**config.mk**
```make
export PLATFORM = sky130hd
export DESIGN_NAME = ti_sbox_share_refresh
export DESIGN_NICKNAME = d
export VERILOG_FILES = /design/src/rtl/ti_sbox_share_refresh_pkg.sv /design/src/rtl/ti_share_skid2.sv /design/src/rtl/ti_sbox_share_refresh.sv
export SDC_FILE = /design/constraint.sdc
export NUM_CORES = 1
export LEC_CHECK = 0
export ABC_AREA = 1
export BUFFER_PORTS_ARGS = -buffer_cell sky130_fd_sc_hd__buf_2
export CAP_MARGIN = 10
export CORE_AREA = 2 2 87 81
export DETAILED_ROUTE_END_ITERATION = 16
export DIE_AREA = 0 0 89 83
export GPL_TIMING_DRIVEN = 0
export PLACE_DENSITY = 0.78
export SLEW_MARGIN = 5
export SYNTH_ARGS = -nofsm -noshare
export SYNTH_HDL_FRONTEND = slang
export SYNTH_HIERARCHICAL = 1
export SYNTH_SLANG_ARGS = --single-unit
```
**constraint.sdc**
```tcl
create_clock -name clk -period 3.93 [get_ports clk]
set_input_delay 0.786 -clock clk [delete_from_list [all_inputs] [get_ports clk]]
set_output_delay 0.786 -clock clk [all_outputs]
set_load 0.05 [all_outputs]
```
**src/rtl/ti_sbox_share_refresh_pkg.sv**
```systemverilog
// ti_sbox_share_refresh_pkg
// Shared constants, share/randomness vector types and the ring-refresh helper
// for the TI S-box output stage. Vectors are MSB-first: element [0] of a share
// is its most significant bit, and r0 occupies rnd[0:SW-1].
package ti_sbox_share_refresh_pkg;

    localparam int SW     = 6;   // share width (S-box width)
    localparam int NSBOX  = 32;  // S-box outputs per layer
    localparam int NSHARE = 4;   // output shares per S-box

    typedef logic [0:SW-1]        share_t;
    typedef logic [0:NSHARE*SW-1] rnd_t;

    // Ring refresh of share i: t_i = s_i ^ r_i ^ r_((i+1) mod NSHARE).
    // Every r_j enters exactly two shares, so the XOR of all shares is kept.
    function automatic share_t ring_refresh(input share_t s, input rnd_t r, input int i);
        int j;
        j = (i + 1) % NSHARE;
        return s ^ r[i*SW +: SW] ^ r[j*SW +: SW];
    endfunction

endpackage

```
**src/rtl/ti_share_skid2.sv**
```systemverilog
// ti_share_skid2
// Generic 2-entry valid/ready buffer with a registered ready.
// Ports:
//   clk, rst              clock, asynchronous active-high reset
//   in_valid/in_ready     upstream handshake, transfer when both high
//   in_data  [W-1:0]      data written on transfer
//   out_valid/out_ready   downstream handshake, transfer when both high
//   out_data [W-1:0]      head entry, always driven from a register
// Handshake: a beat moves when valid && ready in the same cycle; valid never
// depends on ready, and in_ready depends on the occupancy register only, so
// there is no combinational path from out_ready to in_ready.
module ti_share_skid2
    import ti_sbox_share_refresh_pkg::*;
#(
    parameter int W = NSHARE * SW
) (
    input  logic         clk,
    input  logic         rst,
    input  logic         in_valid,
    output logic         in_ready,
    input  logic [W-1:0] in_data,
    output logic         out_valid,
    input  logic         out_ready,
    output logic [W-1:0] out_data
);

    logic [W-1:0] r_head;
    logic [W-1:0] r_tail;
    logic [1:0]   r_count;
    logic         w_push;
    logic         w_pop;

    assign in_ready  = (r_count != 2'd2);
    assign out_valid = (r_count != 2'd0);
    assign out_data  = r_head;

    assign w_push = in_valid && in_ready;
    assign w_pop  = out_valid && out_ready;

    always_ff @(posedge clk or posedge rst) begin
        if (rst) begin
            r_head  <= '0;
            r_tail  <= '0;
            r_count <= 2'd0;
        end else begin
            case ({w_push, w_pop})
                2'b10: begin
                    // An empty buffer writes straight to the head so the
                    // result is visible on the very next cycle.
                    if (r_count == 2'd0) r_head <= in_data;
                    else                 r_tail <= in_data;
                    r_count <= r_count + 2'd1;
                end
                2'b01: begin
                    r_head  <= r_tail;
                    r_count <= r_count - 2'd1;
                end
                2'b11: begin
                    // Only reachable with one entry held: the head leaves
                    // and the new beat replaces it, occupancy unchanged.
                    r_head <= in_data;
                end
                default: ;
            endcase
        end
    end

endmodule

```
**src/rtl/ti_sbox_share_refresh.sv**
```systemverilog
// ti_sbox_share_refresh
// Remasks the four output shares of one TI S-box with fresh randomness (ring
// refresh), registers them as a glitch barrier in a 2-entry skid buffer and
// tags each result with its S-box position in the layer.
// Ports:
//   clk, rst               clock, asynchronous active-high reset
//   in_valid/in_ready      upstream handshake
//   in_s0..in_s3 [0:SW-1]  unrefreshed output shares
//   rnd [0:4*SW-1]         r0..r3, r0 in the first slice; used only on accept
//   out_valid/out_ready    downstream handshake
//   out_s0..out_s3         refreshed shares of the head result
//   out_idx [IDXW-1:0]     S-box position of the head result
//   out_last               head result is the final S-box of the layer
module ti_sbox_share_refresh #(
    parameter int SW    = ti_sbox_share_refresh_pkg::SW,
    parameter int NSBOX = ti_sbox_share_refresh_pkg::NSBOX,
    parameter int IDXW  = 5
) (
    input  logic            clk,
    input  logic            rst,
    input  logic            in_valid,
    output logic            in_ready,
    input  logic [0:SW-1]   in_s0,
    input  logic [0:SW-1]   in_s1,
    input  logic [0:SW-1]   in_s2,
    input  logic [0:SW-1]   in_s3,
    input  logic [0:4*SW-1] rnd,
    output logic            out_valid,
    input  logic            out_ready,
    output logic [0:SW-1]   out_s0,
    output logic [0:SW-1]   out_s1,
    output logic [0:SW-1]   out_s2,
    output logic [0:SW-1]   out_s3,
    output logic [IDXW-1:0] out_idx,
    output logic            out_last
);
    import ti_sbox_share_refresh_pkg::*;

    localparam logic [IDXW-1:0] LAST_IDX = IDXW'(NSBOX - 1);

    share_t          w_t0;
    share_t          w_t1;
    share_t          w_t2;
    share_t          w_t3;
    logic [4*SW-1:0] w_in_data;
    logic [4*SW-1:0] w_out_data;
    logic            w_out_valid;
    logic            w_pop;
    logic [IDXW-1:0] r_idx;

    // Refreshed shares only feed the entry registers of the buffer.
    assign w_t0 = ring_refresh(in_s0, rnd, 0);
    assign w_t1 = ring_refresh(in_s1, rnd, 1);
    assign w_t2 = ring_refresh(in_s2, rnd, 2);
    assign w_t3 = ring_refresh(in_s3, rnd, 3);
    assign w_in_data = {w_t0, w_t1, w_t2, w_t3};

    ti_share_skid2 #(
        .W(4 * SW)
    ) u_skid (
        .clk      (clk),
        .rst      (rst),
        .in_valid (in_valid),
        .in_ready (in_ready),
        .in_data  (w_in_data),
        .out_valid(w_out_valid),
        .out_ready(out_ready),
        .out_data (w_out_data)
    );

    assign out_valid = w_out_valid;
    assign out_s0    = w_out_data[4*SW-1 -: SW];
    assign out_s1    = w_out_data[3*SW-1 -: SW];
    assign out_s2    = w_out_data[2*SW-1 -: SW];
    assign out_s3    = w_out_data[SW-1   -: SW];

    assign w_pop = w_out_valid && out_ready;

    // Position of the head result: advances per pop, wraps at the layer end.
    always_ff @(posedge clk or posedge rst) begin
        if (rst) begin
            r_idx <= '0;
        end else if (w_pop) begin
            r_idx <= (r_idx == LAST_IDX) ? '0 : r_idx + 1'b1;
        end
    end

    assign out_idx  = r_idx;
    assign out_last = w_out_valid && (r_idx == LAST_IDX);

endmodule

```
==> impl_metrics.py, run 1 <==
metrics = {
    "run_status": {
        "status": "finished clean",
    },
    "power_and_ir_drop": {
        "comb_power_share_pct": 54.8,
        "p_sw_mw": 1.498,
        "p_clk_share_pct": 11.5,
        "sw_frac_of_total_pct": 50.62,
        "vdd_drop_max_uv": 357.6,
        "finalPower_mw": 2.960,
        "p_int_mw": 1.462,
        "leakagePower_nw": 2.142,
        "p_seq_share_pct": 33.7,
        "power_per_cell_area_nw_per_um2": 776.8,
    },
    "yosys": {
        "synth_area_um2": 3162,
        "synthMuxAreaShare_pct": 0,
        "ys_warn_count": 6,
        "ys_top_cells_by_area": "dfrtp_1 (44%), nand2_1 (16%), inv_1 (7.2%), xnor2_1 (6.9%), xor2_1 (5.0%)",
        "synth-simple-area-share_pct": 22.36,
        "synth_compound_area_share_pct": 9.497,
        "synth_area_per_cell_um2": 7.846,
        "synthAdderAreaFrac_pct": 1.583,
        "synth_top_cell_area_share_pct": 43.53,
        "ys_seq_area_share_pct": 43.53,
        "synth_top_family_by_area": "simple AND/OR/NAND/NOR gates",
        "yosysTopAreaCell": "dfrtp_1",
        "synth_fp_nets": 459,
        "syn_inst": 403,
        "synth_cell_types": 26,
        "synth_xor_xnor_area_share_pct": 11.91,
        "ys_seq_elements": 55,
    },
    "critical_path": {
        "r2r-start": "u_skid/r_count[0]",
        "crit_path_max_fanout": 4,
        "critPathLaunchType": "flop",
        "crit_path_end_kind": "output pin",
        "required_ps": 3140,
        "reg2reg_depth": 9,
        "worstSetupPathType": "flop to output pin",
        "rrSetupSlack_ps": 1710,
        "cp_slowest_cell": "dfrtp_1",
        "worst_ep_arrival_time_ps": 1620,
        "r2r-end": "u_skid/out_data[7]",
        "cp_slowest_stage_delay_ps": 400,
        "worstPathCellList": "ha_1, nand2_1, nor2_1, ha_1, nand2_1, inv_1, buf_2",
    },
    "sta": {
        "rsz0062_at_grt": "false",
        "clock.fmax_mhz": 416.1,
        "setup_violations": 0,
        "tns_ps": 0,
        "min_period_ps": 2403,
        "finalCritPeriodShare_pct": 61.15,
        "slew_violations": 0,
        "slew_headroom_pct": 65.46,
        "hold_viol": 0,
        "fin_skew_ps": 8.434,
        "worst_slew_pin_slew_ps": 518.1,
    },
    "clock_network": {
        "cts_tree": "done",
        "htreeDepth": 2,
        "clockRootBuffer": "clkbuf_8",
        "cts_made_buffers": 5,
        "ctsResizeCount": 0,
        "clockBufferDepth": 2,
        "path_clk_slew_ps": 100,
        "post_cts_buffers": 0,
        "clk_latency_ps": 310,
        "holdBufCountCts": 0,
        "cts.sinks": 55,
    },
    "drt": {
        "vias": 2809,
        "wl_per_cell_um": 12.05,
        "drtPass1Iterations": 4,
        "drtIter0Drc": 203,
        "antenna_left": 0,
        "wl_mm": 7.049,
        "viasPerCell": 4.802,
        "drc": 0,
    },
    "placed_design": {
        "gp_congestion": 0.7865,
        "io_buffer_count": 83,
        "hpwl_mm": 5.501,
    },
    "final_layout": {
        "n_antenna_cell": 0,
        "most-common-layout-cells": "nand2_1 (134), buf_2 (88), inv_1 (60)",
        "layout.cells.most_common": "nand2_1",
        "drive_gt1_share_pct": 24.65,
        "synthToLayoutAreaGrowth_pct": 20.50,
        "finalNetCount": 550,
    },
    "global_route": {
        "grt_pass1_vias": 2629,
        "grt_pass1_wl_mm": 12.00,
        "groute.usage.overall_pct": 20.51,
        "grt_max_degree": 35,
        "antenna_found_initial": 0,
        "grt-ovfl-total": 0,
    },
    "job": {
        "drv_cap": 0,
    },
    "die": {
        "io_pins": 84,
        "core_um2": 6446,
        "die_h_um": 83,
        "die-area_um2": 7387,
        "initial_utilization_pct": 49.05,
        "die_w_um": 89,
        "rows": 28,
    },
    "min_path": {
        "hold_class": "input port to asynchronous set/reset pin",
    },
}
==> power groups by stage <==
stage | logic, mW | registers, mW | clock network [mW]
after floorplan | 0.763 | 1.46 | 0
after global placement | 1.58 | 0.994 | 0
after detailed placement | 1.63 | 1.01 | 0
after CTS | 1.63 | 0.998 | 0.347
after global routing | 1.78 | 1.03 | 0.369
final | 1.62 | 0.998 | 0.339
==> critical path, delay by kind of cell, from the launching register on <==
kind / cells / cell delay, ps
simple gates: 3 / 230
buf+inv: 2 / 310
flops: 1 / 400
fa+ha+maj: 2 / 360
==> worst max-delay path by stage <==
stage	startpoint	endpoint	cells past startpoint
floorplan	out_idx[1]	out_last	6
global placement	rst	u_skid/r_tail[7]	2
detailed placement	out_ready	u_skid/out_data[7]	10
CTS	out_idx[1]	out_last	7
global route	out_idx[1]	out_last	7
finish	out_idx[1]	out_last	7
==> cell usage after synthesis (all sizes together) <==
cell type,number
ha,4
inv,63
dfrtp,55
o21ai,49
nand2,138
clkbuf,4
xnor2,25
buf,12
a21oi,2
nand3,26
xor2,18
nor2,4
nand4,2
or2,1
==> metal layers <==
metal / vias to the layer above / GRT usage, % / wire (um)
met1: 1288 / 28.32 / 3213
met2: 106 / 32.50 / 3215
li1: 1409 / - / -
met5: - / 0 / 0
met4: 0 / 6.106 / 92
met3: 6 / 4.076 / 528
==> area by class of cell <==
type,instances,area (um2)
buffer,16,115.1
sequential,55,1376
tap,90,112.6
multi-input combinational,269,1434
clock buffer,8,100.1
timing repair buffer,84,435.4
fill,638,2636
inverter,63,236.5
==> flip-flops by register name (all words and copies together) (netlist names) <==
signal / count
u_skid/r_count: 2
out_idx: 5
u_skid/r_tail: 24
u_skid/out_data: 24
==> logic make-up after synthesis <==
kind of cell	after synthesis
AOI/OAI and AO/OA	51
xor gates and xnor gates	43
adders and majority gates	4
buffers and inverters	79
DFF	55
and+or+nand+nor	171
==> stage by stage <==
step / worst slack [ps] / instance area [um2] / utilization, % / cells / hold slack (ps)
final: 1527 / 3810 / 59.10 / 585 / 369.7
after global routing: 1384 / 3810 / 59.10 / 585 / 375.4
after CTS: 1518 / 3810 / 59.10 / 585 / 366.9
after detailed placement: 1461 / 3710 / 57.55 / 577 / 469.3
after global placement: 1308 / 3690 / 57.24 / 576 / 463.6
after floorplan: 1553 / 3162 / - / 403 / 452.9
(Power assumes the default switching activity.)
==> run 2, diff against run 1 <==
--- a/config.mk
+++ b/config.mk
@@ -5,12 +5,12 @@
 export SDC_FILE = /design/constraint.sdc
 export NUM_CORES = 1
 export LEC_CHECK = 0
-export ABC_AREA = 1
+export ABC_AREA = 0
 export BUFFER_PORTS_ARGS = -buffer_cell sky130_fd_sc_hd__buf_2
 export CAP_MARGIN = 10
-export CORE_AREA = 2 2 87 81
+export CORE_AREA = 2 2 86 80
 export DETAILED_ROUTE_END_ITERATION = 16
-export DIE_AREA = 0 0 89 83
+export DIE_AREA = 0 0 88 82
 export GPL_TIMING_DRIVEN = 0
 export PLACE_DENSITY = 0.78
 export SLEW_MARGIN = 5
==> constraint.sdc (replaced) <==
create_clock -name clk -period 2 [get_ports clk]
set_input_delay 0.4 -clock clk [delete_from_list [all_inputs] [get_ports clk]]
set_output_delay 0.4 -clock clk [all_outputs]
set_load 0.05 [all_outputs]
==> run 2 against run 1 <==
Net effect: combinational power is 110% higher; sequential share of layout area is 0.83 points higher; total power is 110% higher; critical path depth is 2 lower; routed wire length is 22% lower; design area is 2.0% lower; worst setup slack worse by 1500 ps; core utilization is 0.20 points lower; final cell count is 31% lower; critical endpoint unchanged; largest cell class unchanged.
==> impl_metrics.py, run 2 <==
metrics = {
    "sta": {
        "slew_headroom_pct": 63.57,
        "min_period_ps": 1928,
        "finalCritPeriodShare_pct": 96.39,
        "rsz0062_at_grt": "false",
        "hold_ws_ps": 457.5,
        "worst_slew_pin_slew_ps": 545.7,
        "slew_violations": 0,
        "fin_skew_ps": 5.824,
        "hold_viol": 0,
        "setup_violations": 0,
        "clock.fmax_mhz": 518.7,
        "final.setup.worst_slack_ps": 72.11,
        "tns_ps": 0,
    },
    "critical_path": {
        "crit_path_end_kind": "output pin",
        "rrSetupSlack_ps": 150,
        "endpoint": "out_last",
        "worstPathCellList": "ha_4, and3_4, ha_2, and2_4, buf_8",
        "crit_start": "out_idx[0]",
        "worstSetupPathType": "flop to output pin",
        "reg2reg_depth": 7,
        "cp_slowest_cell": "dfrtp_2",
        "worst_ep_arrival_time_ps": 1530,
        "cp_slowest_stage_delay_ps": 440,
        "required_ps": 1600,
        "r2r-end": "u_skid/r_tail[4]",
        "r2r-start": "u_skid/r_count[0]",
        "critPathLaunchType": "flop",
        "crit_path_max_fanout": 3,
    },
    "clock_network": {
        "cts_made_buffers": 5,
        "clockBufferDepth": 2,
        "cts_tree": "done",
        "path_clk_slew_ps": 100,
        "htreeDepth": 2,
        "cts.sinks": 55,
        "clk_latency_ps": 300,
        "clockRootBuffer": "clkbuf_8",
    },
    "yosys": {
        "synth_xor_xnor_area_share_pct": 15.36,
        "synth_top_family_by_area": "multiplexers",
        "ys_top_cells_by_area": "dfrtp_1 (47%), mux2_2 (27%), xnor2_1 (15%), ha_1 (1.7%), mux2_1 (1.2%)",
        "synth_fp_nets": 273,
        "postSynth.asyncResetShare_pct": 100.0,
        "synth-simple-area-share_pct": 2.797,
        "syn_inst": 217,
        "synth_area_um2": 2908,
        "synth_top_cell_area_share_pct": 47.33,
        "synth_area_per_cell_um2": 13.40,
        "synth-edff-count": 0,
        "ys_seq_area_share_pct": 47.33,
        "ys_warn_count": 6,
        "yosysMostFrequentCell": "mux2_2",
        "yosysTopAreaCell": "dfrtp_1",
        "synth_cell_types": 24,
        "synthMuxAreaShare_pct": 28.66,
        "ys_seq_elements": 55,
        "synth_ff_type": "dfrtp_1",
        "synth_compound_area_share_pct": 1.893,
        "synthTopCellsByCount": "mux2_2 (71), dfrtp_1 (55), xnor2_1 (50)",
        "synthAdderAreaFrac_pct": 1.721,
    },
    "power_and_ir_drop": {
        "p_clk_share_pct": 13.7,
        "p_sw_mw": 2.685,
        "p_int_mw": 3.587,
        "power_per_cell_area_nw_per_um2": 1679,
        "p_seq_share_pct": 31.8,
        "leakagePower_nw": 1.645,
        "comb_power_share_pct": 54.4,
        "vdd_drop_max_uv": 922.1,
        "finalPower_mw": 6.272,
        "sw_frac_of_total_pct": 42.81,
    },
    "global_route": {
        "grt_pass1_wl_mm": 8.963,
        "grt-ovfl-total": 0,
        "antenna_found_initial": 0,
        "grt_max_degree": 28,
        "grt_pass1_vias": 1939,
        "groute.usage.overall_pct": 16.17,
    },
    "final_layout": {
        "synthToLayoutAreaGrowth_pct": 28.44,
        "finalNetCount": 371,
        "most-common-layout-cells": "buf_2 (82), mux2_2 (71), dfrtp_1 (52)",
        "fillers": 540,
        "multi_input_area_um2": 1511,
        "layout.cells.most_common": "buf_2",
        "regArea_um2": 1380,
        "postLayoutCellArea_um2": 3735,
        "stdcell_count": 406,
        "drive_gt1_share_pct": 61.71,
        "n_antenna_cell": 0,
        "finish.utilization_pct": 58.90,
    },
    "drt": {
        "viasPerCell": 4.803,
        "drtIter0Drc": 37,
        "drtPass1Iterations": 6,
        "vias": 1950,
        "wl_mm": 5.523,
        "wl_per_cell_um": 13.60,
        "drc": 0,
        "antenna_left": 0,
    },
    "job": {
        "drv_cap": 0,
    },
    "placed_design": {
        "gp_congestion": 0.7418,
        "place_area_um2": 3478,
        "hpwl_mm": 4.129,
        "io_buffer_count": 83,
        "dpl.cell_count": 391,
        "dp_slack_ps": -94.78,
    },
    "run_status": {
        "status": "finished clean",
    },
    "die": {
        "initial_utilization_pct": 45.86,
        "die_h_um": 82,
        "io_pins": 84,
        "die-area_um2": 7216,
        "die_w_um": 88,
        "core_um2": 6341,
        "rows": 28,
    },
    "min_path": {
        "hold_class": "input port to flop",
        "hold_path_startpoint": "out_ready",
    },
}
run 2: cells by family (layout without fill, tap and decap cells):
logic type | count (synthesis) | count (layout)
xor gates and xnor gates | 51 | 51
muxes | 74 | 74
and+or+nand+nor | 14 | 14
DFF | 55 | 55
AOI/OAI and AO/OA | 7 | 7
adders and majority gates | 4 | 4
buffers and inverters | 12 | 111
run 2: worst min path at each step:
stage,end,slack [ps],cells after the start
2_1_floorplan,out_idx[1],180,1
3_3_place_gp,out_idx[4],320,2
3_5_place_dp,out_idx[4],330,2
4_1_cts,out_idx[0],440,4
5_1_grt,out_idx[0],460,4
6_report,out_idx[0],460,4
run 2: what timing repair did:
| item | CTS | global route |
|---|---|---|
| resized for setup | 11 | 5 |
| pin swaps | 1 | 2 |
| hold buffers | 1 | 0 |
| endpoints found under the setup margin | 40 | 40 |
| setup buffers | 5 | 2 |
| hold endpoints to repair | 5 | 0 |
run 2: power by group through the flow:
| stage | clock [mW] | combinational [mW] | sequential, mW |
|---|---|---|---|
| 3_3_place_gp | 0 | 3.21 | 2.00 |
| 5_1_grt | 0.928 | 3.65 | 2.08 |
| 3_5_place_dp | 0 | 3.26 | 2.04 |
| 6_report | 0.860 | 3.42 | 2.00 |
| 2_1_floorplan | 0 | 1.54 | 3.02 |
| 4_1_cts | 0.889 | 3.38 | 2.01 |
run 2: final cells by class:
| type | count | area share, % |
|---|---|---|
| Multi-Input combinational cell | 150 | 40.47 |
| Tap cell | 90 | 3.015 |
| Clock buffer | 5 | 1.843 |
| Inverter | 5 | 0.6365 |
| Clock inverter | 3 | 1.809 |
| Timing Repair Buffer | 92 | 13.60 |
| Sequential cell | 55 | 36.95 |
| Buffer | 6 | 1.675 |
run 2: metal layers:
metal	track usage (%)	share of wire, %	vias to the layer above
li1	-	-	933
met1	20.56	43	952
met2	27.42	50	61
met3	4.623	6.2	4
met4	3.692	0.49	0
met5	0	0	-
run 2: worst max-delay path, delay by kind of cell, from the launching register on:
| family | cells | cell delay (ps) |
|---|---|---|
| DFF | 1 | 440 |
| buffers and inverters | 1 | 140 |
| adders and majority gates | 2 | 340 |
| and+or+nand+nor | 2 | 310 |
==> run 3, diff against run 2 <==
--- a/config.mk
+++ b/config.mk
@@ -8,11 +8,12 @@
 export ABC_AREA = 0
 export BUFFER_PORTS_ARGS = -buffer_cell sky130_fd_sc_hd__buf_2
 export CAP_MARGIN = 10
-export CORE_AREA = 2 2 86 80
+export CORE_AREA = 2 2 68 102
 export DETAILED_ROUTE_END_ITERATION = 16
-export DIE_AREA = 0 0 88 82
+export DIE_AREA = 0 0 70 104
 export GPL_TIMING_DRIVEN = 0
-export PLACE_DENSITY = 0.78
+export HOLD_SLACK_MARGIN = 0.05
+export PLACE_DENSITY = 0.77
 export SLEW_MARGIN = 5
 export SYNTH_ARGS = -nofsm -noshare
 export SYNTH_HDL_FRONTEND = slang
==> run 3 against run 2 <==
Net effect: the run now ends with setup timing left; first-iteration DRC count is 11% lower; sequential power hardly changed; worst hold slack better by 16 ps; sequential share of layout area is 0.27 points higher; routed wire length is 6.0% higher; core utilization is 0.94 points lower; combinational power is 2% higher; worst setup slack worse by 87 ps; sequential cell count stayed put; clock power is 29% lower; clock skew is 0.65 ps lower; count of clock-buffer cells in the layout stayed put; largest power group unchanged.
==> impl_metrics.py, run 3 (synthesis gave the netlist of run 2 again) <==
metrics = {
    "run_status": {
        "status": "finished with violations",
        "violations": "setup timing",
    },
    "clock_network": {
        "clockBufferDepth": 2,
        "clockRootBuffer": "clkbuf_8",
        "cts.sinks": 55,
        "cts_tree": "done",
        "cts_made_buffers": 5,
        "clk_latency_ps": 310,
        "htreeDepth": 2,
        "path_clk_slew_ps": 100,
    },
    "sta": {
        "finalCritPeriodShare_pct": 100.7,
        "hold_viol": 0,
        "worst_slew_pin_slew_ps": 416.7,
        "min_period_ps": 2015,
        "fin_skew_ps": 5.170,
        "setup_violations": 1,
        "hold_ws_ps": 473.4,
        "tns_ps": -14.90,
        "slew_violations": 0,
        "clock.fmax_mhz": 496.3,
        "final.setup.worst_slack_ps": -14.90,
        "rsz0062_at_grt": "true",
        "slew_headroom_pct": 72.18,
    },
    "drt": {
        "wl_per_cell_um": 14.86,
        "wl_mm": 5.853,
        "antenna_left": 0,
        "drtIter0Drc": 33,
        "drtPass1Iterations": 3,
        "viasPerCell": 5.003,
        "vias": 1971,
        "drc": 0,
    },
    "critical_path": {
        "critical_path_buf_inv_count": 1,
        "cp_slowest_cell": "dfrtp_2",
        "critPathLaunchType": "flop",
        "worst_ep_arrival_time_ps": 1610,
        "cp_slowest_stage_delay_ps": 420,
        "crit_path_max_fanout": 4,
        "crit_path_end_kind": "output pin",
        "rrSetupSlack_ps": 80,
        "required_ps": 1600,
        "worstSetupPathType": "flop to output pin",
        "crit_family": "flip-flops",
        "worstPathCellList": "ha_2, and3_4, ha_4, and2_2, buf_6",
    },
    "final_layout": {
        "drive_gt1_share_pct": 61.64,
        "finalNetCount": 373,
        "n_antenna_cell": 0,
        "synthToLayoutAreaGrowth_pct": 27.50,
        "layout.cells.most_common": "buf_2",
        "most-common-layout-cells": "buf_2 (82), mux2_2 (71), dfrtp_1 (52)",
        "fillers": 542,
    },
    "min_path": {
        "hold_class": "input port to flop",
    },
    "job": {
        "drv_cap": 0,
    },
    "placed_design": {
        "gp_congestion": 0.7497,
        "hpwl_mm": 4.305,
        "io_buffer_count": 83,
    },
    "die": {
        "die_w_um": 70,
        "die-area_um2": 7280,
        "io_pins": 84,
        "rows": 36,
        "initial_utilization_pct": 45.46,
        "die_h_um": 104,
        "core_um2": 6396,
    },
    "global_route": {
        "groute.usage.overall_pct": 16.49,
        "grt-ovfl-total": 0,
        "antenna_found_initial": 0,
        "grt_max_degree": 34,
        "grt_pass1_wl_mm": 9.522,
        "grt_pass1_vias": 2068,
    },
    "power_and_ir_drop": {
        "finalPower_mw": 6.090,
        "power_per_cell_area_nw_per_um2": 1643,
        "leakagePower_nw": 1.642,
        "vdd_drop_max_uv": 936.8,
    },
}
run 3: power by group:
group          internal [mW]  switching [mW]  total (mW)
combinational           1.44            2.04        3.48
clock                  0.244           0.364       0.609
sequential              1.69           0.307        2.00
total                   3.37            2.72        6.09
run 3: final timing paths:
path,from,cells past startpoint,to
max,out_idx[0],5,out_last
min,out_ready,4,out_idx[0]
max reg2reg,u_skid/r_count[0],9,u_skid/out_data[5]
min reg2reg,u_skid/out_data[22],1,u_skid/out_data[22]
max in group asynchronous,rst,4,u_skid/r_count[0]
min in group asynchronous,rst,3,out_idx[4]
run 3: layer usage:
| layer | vias up | share of wire, % | track usage, % |
|---|---|---|---|
| met2 | 50 | 56 | 30.54 |
| met4 | 0 | 1.0 | 4.945 |
| met5 | - | 0 | 0 |
| met3 | 5 | 3.8 | 3.391 |
| li1 | 937 | - | - |
| met1 | 979 | 39 | 18.67 |
run 3: worst min-delay path: cells and delay by family:
family	cells	cell delay, ps
buf+inv	1	120
compound gates	1	60
simple gates	2	180
run 3: area by class of cell:
class / count / area, um2 / area share [%]
Buffer: 7 / 88.84 / 2.396
Clock buffer: 5 / 68.82 / 1.856
Clock inverter: 3 / 20.02 / 0.5400
Timing Repair Buffer: 93 / 528.0 / 14.24
Tap cell: 76 / 95.09 / 2.565
Multi-Input combinational cell: 150 / 1503 / 40.53
Inverter: 5 / 23.77 / 0.6412
Sequential cell: 55 / 1380 / 37.23
run 3: what timing repair did:
item | CTS | global route
hold endpoints to repair | 5 | 0
pin swaps | 1 | 1
gates cloned | 0 | 1
setup endpoints to repair | 40 | 40
gates resized for setup | 11 | 6
hold buffers | 1 | 0
setup buffers | 4 | 3
run 3: stage by stage:
stage | cells | utilization (%) | instance area [um2] | worst slack [ps]
3_5_place_dp | 377 | 54.11 | 3461 | -102.0
4_1_cts | 390 | 56.77 | 3631 | -19.83
3_3_place_gp | 376 | 53.80 | 3441 | -408.2
5_1_grt | 394 | 57.96 | 3707 | -76.61
6_report | 394 | 57.96 | 3707 | -14.90
2_1_floorplan | 217 | - | 2930 | 1.424
